===== config.mk =====
export PLATFORM = sky130hd
export DESIGN_NAME = fft_peak_index_param
export DESIGN_NICKNAME = d
export VERILOG_FILES = /design/src/rtl/fft_peak_pkg.sv /design/src/rtl/fft_mag_sq.sv /design/src/rtl/fft_peak_index_param.sv
export SDC_FILE = /design/constraint.sdc
export NUM_CORES = 2
export LEC_CHECK = 0
export ABC_CLOCK_PERIOD_IN_PS = 7200
export CAP_MARGIN = 25
export CORE_MARGIN = 3
export CORE_UTILIZATION = 57
export DETAILED_ROUTE_END_ITERATION = 10
export MAX_ROUTING_LAYER = met4
export PLACE_DENSITY = 0.76
export SYNTH_ARGS = -nofsm -noshare
export SYNTH_HDL_FRONTEND = slang
export SYNTH_SLANG_ARGS = --single-unit

===== constraint.sdc =====
create_clock -name clk_clk -period 7.2 [get_ports clk_clk]
set_clock_uncertainty 0.1 [all_clocks]
set_input_delay 1.44 -clock clk_clk [delete_from_list [all_inputs] [get_ports clk_clk]]
set_output_delay 1.44 -clock clk_clk [all_outputs]
set_load 0.02 [all_outputs]

===== src/rtl/fft_peak_pkg.sv =====
// Shared types and constants for the FFT peak-index detector.
package fft_peak_pkg;

    typedef enum logic [1:0] {
        IDLE,
        SCAN,
        FLUSH,
        REPORT
    } state_t;

    localparam logic MODE_PEAK   = 1'b0;
    localparam logic MODE_THRESH = 1'b1;

    function automatic int mag_w(input int data_w);
        return 2 * data_w + 1;
    endfunction

endpackage


===== src/rtl/fft_mag_sq.sv =====
// Two-stage |X|^2 pipeline: squares, then sum. Bin index, eligibility and
// start-of-frame travel alongside the magnitude so the compare stage sees them together.
module fft_mag_sq
    import fft_peak_pkg::*;
#(
    parameter int DATA_W  = 16,
    parameter int INDEX_W = 8,
    parameter int MAG_W   = mag_w(DATA_W)
) (
    input  logic                      i_clk,
    input  logic                      i_rst_n,
    input  logic                      i_vld,
    input  logic                      i_sop,
    input  logic                      i_elig,
    input  logic [INDEX_W-1:0]        i_idx,
    input  logic signed [DATA_W-1:0]  i_re,
    input  logic signed [DATA_W-1:0]  i_im,
    output logic                      o_vld,
    output logic                      o_sop,
    output logic                      o_elig,
    output logic [INDEX_W-1:0]        o_idx,
    output logic [MAG_W-1:0]          o_mag
);

    localparam int SQ_W = 2 * DATA_W;

    logic signed [SQ_W-1:0] w_re_ext;
    logic signed [SQ_W-1:0] w_im_ext;
    logic signed [SQ_W-1:0] w_re_sq;
    logic signed [SQ_W-1:0] w_im_sq;

    logic                   r_vld_p1;
    logic                   r_sop_p1;
    logic                   r_elig_p1;
    logic [INDEX_W-1:0]     r_idx_p1;
    logic [SQ_W-1:0]        r_re_sq_p1;
    logic [SQ_W-1:0]        r_im_sq_p1;

    logic                   r_vld_p2;
    logic                   r_sop_p2;
    logic                   r_elig_p2;
    logic [INDEX_W-1:0]     r_idx_p2;
    logic [MAG_W-1:0]       r_mag_p2;

    // A square is never negative, so each fits unsigned in SQ_W bits (max 2^(2*DATA_W-2)).
    assign w_re_ext = SQ_W'(i_re);
    assign w_im_ext = SQ_W'(i_im);
    assign w_re_sq  = w_re_ext * w_re_ext;
    assign w_im_sq  = w_im_ext * w_im_ext;

    always_ff @(posedge i_clk or negedge i_rst_n) begin
        if (!i_rst_n) begin
            r_vld_p1 <= 1'b0;
            r_vld_p2 <= 1'b0;
        end else begin
            r_vld_p1 <= i_vld;
            r_vld_p2 <= r_vld_p1;
        end
    end

    // p1: squares
    always_ff @(posedge i_clk) begin
        r_sop_p1   <= i_sop;
        r_elig_p1  <= i_elig;
        r_idx_p1   <= i_idx;
        r_re_sq_p1 <= $unsigned(w_re_sq);
        r_im_sq_p1 <= $unsigned(w_im_sq);
    end

    // p2: sum
    always_ff @(posedge i_clk) begin
        r_sop_p2  <= r_sop_p1;
        r_elig_p2 <= r_elig_p1;
        r_idx_p2  <= r_idx_p1;
        r_mag_p2  <= MAG_W'(r_re_sq_p1) + MAG_W'(r_im_sq_p1);
    end

    assign o_vld  = r_vld_p2;
    assign o_sop  = r_sop_p2;
    assign o_elig = r_elig_p2;
    assign o_idx  = r_idx_p2;
    assign o_mag  = r_mag_p2;

endmodule


===== src/rtl/fft_peak_index_param.sv =====
// Per-frame peak (or first-over-threshold) bin detector on the FFT output stream.
// FSM and bin counter, |X|^2 pipeline instance, running best, and registered report outputs.
module fft_peak_index_param
    import fft_peak_pkg::*;
#(
    parameter int FFT_LEN   = 256,
    parameter int DATA_W    = 16,
    parameter int INDEX_W   = $clog2(FFT_LEN),
    parameter int SKIP_DC   = 1,
    parameter int HALF_SPEC = 1
) (
    input  logic                      clk_clk,
    input  logic                      reset_reset_n,
    input  logic                      sink_valid,
    output logic                      sink_ready,
    input  logic                      sink_sop,
    input  logic                      sink_eop,
    input  logic signed [DATA_W-1:0]  sink_real,
    input  logic signed [DATA_W-1:0]  sink_imag,
    input  logic                      mode_in,
    input  logic [2*DATA_W:0]         threshold_in,
    output logic                      result_valid,
    output logic [INDEX_W-1:0]        peak_index,
    output logic [2*DATA_W:0]         peak_mag,
    output logic                      peak_found,
    output logic                      frame_err,
    output logic [7:0]                index_byte
);

    localparam int MAG_W = mag_w(DATA_W);

    state_t               r_state;
    state_t               w_state_next;
    logic                 r_run;
    logic [INDEX_W-1:0]   r_bin_cnt;
    logic [INDEX_W-1:0]   w_bin_next;
    logic                 r_flush_cnt;
    logic                 w_flush_next;
    logic                 r_err_pend;
    logic                 w_err_next;
    logic                 w_latch;
    logic                 r_mode;
    logic [MAG_W-1:0]     r_thr;

    logic                 w_accept;
    logic                 w_take;
    logic [INDEX_W-1:0]   w_beat_idx;
    logic                 w_last;
    logic                 w_frame_err;
    logic                 w_elig;

    logic                 w_s2_vld;
    logic                 w_s2_sop;
    logic                 w_s2_elig;
    logic [INDEX_W-1:0]   w_s2_idx;
    logic [MAG_W-1:0]     w_s2_mag;

    logic [INDEX_W-1:0]   r_best_idx;
    logic [MAG_W-1:0]     r_best_mag;
    logic                 r_best_hit;
    logic [INDEX_W-1:0]   w_best_idx_nxt;
    logic [MAG_W-1:0]     w_best_mag_nxt;
    logic                 w_best_hit_nxt;

    logic                 r_result_valid;
    logic [INDEX_W-1:0]   r_peak_index;
    logic [MAG_W-1:0]     r_peak_mag;
    logic                 r_peak_found;
    logic                 r_frame_err;

    // r_run keeps ready low while reset is held and for the first clock after release.
    assign sink_ready  = r_run && (r_state != FLUSH);
    assign w_accept    = sink_valid && sink_ready;
    assign w_take      = w_accept && (sink_sop || (r_state == SCAN));
    assign w_beat_idx  = ((r_state == SCAN) && !sink_sop) ? r_bin_cnt + 1'b1 : '0;
    assign w_last      = sink_eop || (w_beat_idx == INDEX_W'(FFT_LEN - 1));
    assign w_frame_err = (w_beat_idx != INDEX_W'(FFT_LEN - 1)) || !sink_eop;
    assign w_elig      = !((SKIP_DC != 0) && (w_beat_idx == '0)) &&
                         !((HALF_SPEC != 0) && (int'(w_beat_idx) >= FFT_LEN / 2));

    always_ff @(posedge clk_clk or negedge reset_reset_n) begin
        if (!reset_reset_n) begin
            r_state     <= IDLE;
            r_run       <= 1'b0;
            r_bin_cnt   <= '0;
            r_flush_cnt <= 1'b0;
            r_err_pend  <= 1'b0;
            r_mode      <= MODE_PEAK;
            r_thr       <= '0;
        end else begin
            r_state     <= w_state_next;
            r_run       <= 1'b1;
            r_bin_cnt   <= w_bin_next;
            r_flush_cnt <= w_flush_next;
            r_err_pend  <= w_err_next;
            if (w_latch) begin
                r_mode <= mode_in;
                r_thr  <= threshold_in;
            end
        end
    end

    // REPORT also accepts a new sop so back-to-back frames lose no beat.
    always_comb begin
        w_state_next = r_state;
        w_bin_next   = r_bin_cnt;
        w_flush_next = 1'b0;
        w_err_next   = r_err_pend;
        w_latch      = 1'b0;
        unique case (r_state)
            FLUSH: begin
                w_flush_next = 1'b1;
                if (r_flush_cnt) begin
                    w_state_next = REPORT;
                end
            end
            default: begin
                if (w_take) begin
                    w_bin_next = w_beat_idx;
                    w_latch    = sink_sop;
                    if (w_last) begin
                        w_state_next = FLUSH;
                        w_err_next   = w_frame_err;
                    end else begin
                        w_state_next = SCAN;
                    end
                end else if (r_state == REPORT) begin
                    w_state_next = IDLE;
                end
            end
        endcase
    end

    fft_mag_sq #(
        .DATA_W  (DATA_W),
        .INDEX_W (INDEX_W),
        .MAG_W   (MAG_W)
    ) u_mag_sq (
        .i_clk   (clk_clk),
        .i_rst_n (reset_reset_n),
        .i_vld   (w_take),
        .i_sop   (sink_sop),
        .i_elig  (w_elig),
        .i_idx   (w_beat_idx),
        .i_re    (sink_real),
        .i_im    (sink_imag),
        .o_vld   (w_s2_vld),
        .o_sop   (w_s2_sop),
        .o_elig  (w_s2_elig),
        .o_idx   (w_s2_idx),
        .o_mag   (w_s2_mag)
    );

    // Running best restarts when the sop bin reaches this stage, so bins of an
    // abandoned frame still in flight are wiped by the restart.
    always_comb begin
        w_best_idx_nxt = r_best_idx;
        w_best_mag_nxt = r_best_mag;
        w_best_hit_nxt = r_best_hit;
        if (w_s2_vld && w_s2_sop) begin
            w_best_idx_nxt = '0;
            w_best_mag_nxt = '0;
            w_best_hit_nxt = 1'b0;
        end
        if (w_s2_vld && w_s2_elig) begin
            if (r_mode == MODE_PEAK) begin
                if (w_s2_mag > w_best_mag_nxt) begin
                    w_best_idx_nxt = w_s2_idx;
                    w_best_mag_nxt = w_s2_mag;
                end
            end else if (!w_best_hit_nxt && (w_s2_mag >= r_thr)) begin
                w_best_idx_nxt = w_s2_idx;
                w_best_mag_nxt = w_s2_mag;
                w_best_hit_nxt = 1'b1;
            end
        end
    end

    always_ff @(posedge clk_clk or negedge reset_reset_n) begin
        if (!reset_reset_n) begin
            r_best_idx <= '0;
            r_best_mag <= '0;
            r_best_hit <= 1'b0;
        end else begin
            r_best_idx <= w_best_idx_nxt;
            r_best_mag <= w_best_mag_nxt;
            r_best_hit <= w_best_hit_nxt;
        end
    end

    // The last bin sits in the sum stage during the second FLUSH cycle, so the
    // combinational best already includes it when the report is loaded.
    always_ff @(posedge clk_clk or negedge reset_reset_n) begin
        if (!reset_reset_n) begin
            r_result_valid <= 1'b0;
            r_peak_index   <= '0;
            r_peak_mag     <= '0;
            r_peak_found   <= 1'b0;
            r_frame_err    <= 1'b0;
        end else begin
            r_result_valid <= 1'b0;
            if ((r_state == FLUSH) && r_flush_cnt) begin
                r_result_valid <= 1'b1;
                r_peak_index   <= w_best_idx_nxt;
                r_peak_mag     <= w_best_mag_nxt;
                r_peak_found   <= (r_mode == MODE_PEAK) ? 1'b1 : w_best_hit_nxt;
                r_frame_err    <= r_err_pend;
            end
        end
    end

    assign result_valid = r_result_valid;
    assign peak_index   = r_peak_index;
    assign peak_mag     = r_peak_mag;
    assign peak_found   = r_peak_found;
    assign frame_err    = r_frame_err;

    generate
        if (INDEX_W >= 8) begin : g_byte_msb
            assign index_byte = r_peak_index[INDEX_W-1 -: 8];
        end else begin : g_byte_ext
            assign index_byte = {{(8 - INDEX_W){1'b0}}, r_peak_index};
        end
    endgenerate

endmodule


After elaboration in Yosys (flattened, before gate mapping)
Cells that the tools add are included.
{ "classes": {"n_addsub": 2, "n_bitwise": 1, "reduce_logical": 22, "mul": 2, "mux": 25, "order_cmp": 3, "eq_ne": 7} }
{ "op_table": {"columns": ["operator", "n"], "rows": [
  ["2-to-1 mux 33 bit", 5],
  ["multiplier 16 x 16 -> 32 bit", 2],
  ["2-to-1 mux 8 bit", 6],
  ["adder 32 x 32 -> 33 bit", 1],
  ["greater-or-equal comparator 33 bit", 1],
  ["> comparator 33 bit", 1],
  ["2-to-1 mux 2 bit", 5],
  ["logical AND 1 bit", 9],
  ["2-to-1 mux 1 bit", 9],
  ["adder 8 x 1 -> 8 bit, second input constant", 1],
  ["equality test 8 bit, second input constant", 1],
  ["greater-or-equal comparator 8 bit, second input constant", 1],
  ["logical NOT 8 bit", 1],
  ["!= test 8 bit, second input constant", 1],
  ["logical NOT 1 bit", 5],
  ["equality test 2 bit, second input constant", 2],
  ["!= test 2 bit, second input constant", 2],
  ["AND reduction 2 bit", 2],
  ["logical OR 1 bit", 3],
  ["AND reduction 3 bit", 1],
  ["nonzero test 3 bit", 1],
  ["equality test 2 x 1 -> 1 bit, second input constant", 1],
  ["NOT 1 bit", 1]
]} }
{ "totals": {"out_inout_bits": 53, "word_cells": 88, "regBits": 252, "inputBits": 71} }

Depth between registers and ports, before layout
{ "logic_depth": {"ltp_word": 8, "ltp_mapped": 25, "depth_no_buf": 24} }

Hierarchy
Synthesis repeated with hierarchy kept, for this count alone.
{ "unflattened": {"hier_cells": 2973, "hier_area_um2": 28899.0} }
{ "by_module_without_submodules": {"columns": ["module", "area_each_um2", "seq_area_each_um2", "cells_per_inst", "instances"], "rows": [
  ["fft_mag_sq", 21510.6, 2352.3, 2258, 1],
  ["fft_peak_index_param", 7388.3, 3328.2, 715, 1]
]} }

Worst setup path after synthesis
Ideal clock, no wire load.
{ "synth_timing": {"kind": "input to register", "startpoint": "input sink_imag[5]", "endpoint": "register u_mag_sq.r_im_sq_p1[28]", "n_path_buf": 2, "setup_slack_ns": -0.264, "cell_stages": 23, "t_required_ns": 7.028, "arrival_time_ns": 7.291, "setup_time_ns": 0.072, "cell_sequence": "clkbuf_1 -> clkbuf_1 -> nand2_1 -> fa_1 -> inv_1 -> fa_1 -> inv_1 -> fa_1 -> inv_1 -> fa_1 -> fa_1 -> inv_1 -> fa_1 -> inv_1 -> ha_1 -> a21o_1 -> a21o_1 -> or4b_2 -> o211ai_1 -> a21oi_1 -> a41oi_1 -> nor2b_1 -> xnor2_1"} }
{ "synth_via": {"elab_chain_cells": 1} }
{ "synth_lines": {"columns": ["item", "line", "source"], "rows": [
  ["start, declared", "fft_peak_index_param.sv:19", "input logic signed [DATA_W-1:0] sink_imag,"],
  ["multiplier 16 x 16 -> 32 bit", "fft_mag_sq.sv:49", "assign w_im_sq = w_im_ext * w_im_ext;"],
  ["named net u_mag_sq.w_im_sq[28]", "fft_mag_sq.sv:30", "logic signed [SQ_W-1:0] w_im_sq;"],
  ["end signal, assigned", "fft_mag_sq.sv:67", "r_im_sq_p1 <= $unsigned(w_im_sq);"],
  ["end, declared", "fft_mag_sq.sv:37", "logic [SQ_W-1:0] r_im_sq_p1;"]
]} }
The timed path passes the listed nets, and every way through them passes these cells.
A chain may end at the register's enable or synchronous reset.

Worst setup path after layout
{ "layout_timing": {"startpoint": "input sink_imag[12]", "endpoint": "register u_mag_sq.r_im_sq_p1[28]"} }
The elaborated chain is that of the path after synthesis.

==> metrics <==
worst r2r path cells=14; Min-Delay Path Class=flop to flop; largest area contributor in the netlist=fa_1; DRC viols=0; row count=81; Reg area=5680 µm²; post-synthesis sequential area ratio=20.0%; Top FF cell, synth=dfrtp_1; share of layout cells above drive strength 1=16.9%; GRT Util Overall=26.2%; max incr delay on CP=0.56 ns; relative slew slack=42.3%; hold endpoint=u_mag_sq.o_idx[0]$_DFF_P_; via count=20.6k; Area contributors post-synth=fa_1, ha_1, dfrtp_1; final worst setup slack=0.175 ns; Max clock buf depth=3; EDFF count, synth=0; CTS tree=yes; Final Hold Viols=0; initial antenna violation count=1; setup TNS=0 ns; Post-Syn Instances=2,875; hold_buf cts=0; Peak Freq=142 MHz; slew at the pin closest to its max-slew limit=0.865 ns; grt ovf=0; P&R area growth vs syn=19.7%; Final ANT Viol Nets=0; H-tree lvl count=1; Synth cell types=63; r2r startpoint=u_mag_sq.o_vld$_DFF_PN0_; Syn Area/Cell=9.86 µm²; WP buf/inv=5; I/O Buffers=123; Post-synth ARST share=54.0%; Worst R2R Setup Slack=2.50 ns; Placement Setup Slack=-0.757 ns; Avg WL per Cell=16.3 µm; DRT Pass-1 Iters=5; Reg2Reg Capture Point=peak_mag[25]$_DFFE_PN0P_; Root Buffer=clkbuf_16; first-pass GRT wire length=109 mm; Tcrit/Tclk final=97.6%; fillcell total=3,759; Chip Width=229 µm; Crit Path Class=input pin to flop; Setup crit start kind=input pin; CP max-delay cell=fa_1; status=finished, final reports clean; largest net degree at the start of global routing=84; WHS Path Cells=0; I/O pin total=124; Final Max Slew Viols=0; Cells after DPL=3,926; First DRT Iteration DRCs=1,198; top-area cell type share of the netlist area=33.0%; syn nets=3,692; Detailed Place HPWL=55.1 mm; vias in the first global route=22.7k; mapped cell area=28,400 µm²; Starting Density=57.8%; Finish-stage setup viols=0; Critical Path Sink Type=flop; worst skew pair latency=0.53 ns; number of max-cap violations=0; flip-flop and latch count after synthesis=250; die area=52,500 µm²; YS warnings=0; critical path peak fanout=5; area of the multi-input gates=19,900 µm²; worst path cell trace=dlygate4sd2_1 > buf_4 > nand2_1 > fa_1 > fa_1 > fa_1 > inv_1 > fa_1 > fa_1 > inv_2 > fa_1 > inv_2 > ha_4 > a21o_1 > a21o_1 > or4b_4 > o211ai_1 > a21oi_2 > a41oi_2 > nor2b_4 > xnor2_2; CP Data Required Time=7.52 ns; CORE AREA=49,100 µm²; vias per cell=5.16; Worst-path clk slew=0.06 ns; crit-path leading delay family=adder cells; Crit path arrival time=7.35 ns; Num CTS Buffers=26; Post-Layout Cell Count=3,987; GP Congestion=0.942; worst hold start=u_mag_sq.r_idx_p1[0]$_DFF_P_; Die Span Y=229 µm; post-route minimum period=7.03 ns; Final nets=4,119; total wire length=65.1 mm; CTS Sinks=250; most frequent CP cell=fa_1
[state kept, by name (all words and copies together), names as in the netlist, 8 cells and up]
| name | flops |
|---|---|
| r_bin_cnt | 8 |
| index_byte | 8 |
| u_mag_sq.o_mag | 33 |
| u_mag_sq.o_idx | 8 |
| r_best_mag | 33 |
| u_mag_sq.r_im_sq_p1 | 31 |
| u_mag_sq.r_re_sq_p1 | 31 |
| peak_mag | 33 |
| r_best_idx | 8 |
| r_thr | 33 |
| u_mag_sq.r_idx_p1 | 8 |
[cell usage in the layout (no fill, tap or decap), drive strengths merged, types with 48 or more instances in the layout]
master,Yosys,final
a21o,56,56
a21oi,95,95
and2,76,76
buf,14,348
clkdlybuf4s50,0,94
dfrtp,135,135
dfxtp,115,115
fa,467,467
ha,279,279
inv,725,728
mux2,78,78
nand2,247,247
nor2,114,114
o21ai,48,48
xnor2,88,88
[Yosys cell counts, types with 6 or more instances]
master / n
inv_1: 724
fa_1: 467
ha_1: 279
nand2_1: 247
dfrtp_1: 135
dfxtp_1: 115
nor2_1: 114
a21oi_1: 93
xnor2_1: 88
mux2_2: 78
and2_1: 76
clkbuf_1: 57
a21o_1: 56
o21ai_0: 46
mux2i_1: 42
xor2_1: 34
nand3_1: 24
nor2b_1: 18
nand4_1: 17
nand2b_1: 16
nor3_1: 16
a31o_2: 13
o21a_1: 13
o21bai_1: 11
and3_1: 10
buf_4: 8
o211ai_1: 7
a211o_1: 6
a211oi_1: 6
or2_2: 6
[cell families (layout without fill, tap and decap cells)]
logic type      Yosys count  count (layout)  synth area share, %
compound gates          282             282                 6.49
mux                     120             120                 4.58
flops                   250             250                 20.0
fa+ha+maj               746             746                 45.3
buf+inv                 796            1243                 10.8
other cells               1               2               0.0132
xor+xnor                122             122                 3.77
simple gates            558             558                 9.01
[worst register-to-register path, delay by kind of cell (launching register included)]
kind	cells	cell delay (ns)
compound gates	5	1.64
fa+ha+maj	1	0.30
buf+inv	3	0.98
flops	1	0.41
mux	2	0.62
simple gates	3	0.58
[worst max path at each step]
| stage | start | end | slack [ns] | cells after the start |
|---|---|---|---|---|
| after detailed placement | sink_imag[8] | u_mag_sq.r_im_sq_p1[28]$_DFF_P_ | -0.76 | 22 |
| after global placement | sink_imag[8] | u_mag_sq.r_im_sq_p1[31]$_DFF_P_ | -0.61 | 24 |
| after CTS | sink_imag[6] | u_mag_sq.r_im_sq_p1[28]$_DFF_P_ | -0.01 | 23 |
| after global routing | sink_imag[7] | u_mag_sq.r_im_sq_p1[28]$_DFF_P_ | -0.02 | 21 |
| final | sink_imag[12] | u_mag_sq.r_im_sq_p1[28]$_DFF_P_ | 0.17 | 21 |
| after floorplan | sink_imag[9] | u_mag_sq.r_im_sq_p1[30]$_DFF_P_ | 0.04 | 21 |
[metal layers]
| metal | up-vias | GRT usage [%] | part of all wire (%) |
|---|---|---|---|
| met4 | 0 | 6.84 | 2.5 |
| met2 | 446 | 47.4 | 53 |
| met3 | 123 | 2.10 | 3.5 |
| li1 | 9653 | - | - |
| met1 | 10400 | 31.9 | 41 |
| met5 | - | - | 0 |
[through the flow]
stage               utilization, %  hold WS, ns  cell area, µm²
detailed placement            66.5        0.212           32600
floorplan                        -        0.210           28400
global placement              66.5        0.210           32600
global route                  69.2        0.235           33900
finish                        69.2        0.224           33900
CTS                           68.3        0.226           33500
[timing repair]
item                       4_1_cts  5_1_grt
setup endpoints to repair        8       18
pin swaps                        2       43
setup buffers                    0       11
resized for setup               17      101
[cell type report]
type,count,share of cell area [%]
Multi-Input combinational cell,1829,58.5
Sequential cell,250,16.7
Timing Repair Buffer,470,11.7
Inverter,725,8.04
Tap cell,664,2.45
Clock buffer,35,2.26
Clock inverter,13,0.313
Antenna cell,1,0.00737
Power is not shown: default switching activity piles up to over one toggle a cycle in this logic, so the estimate is an artifact.
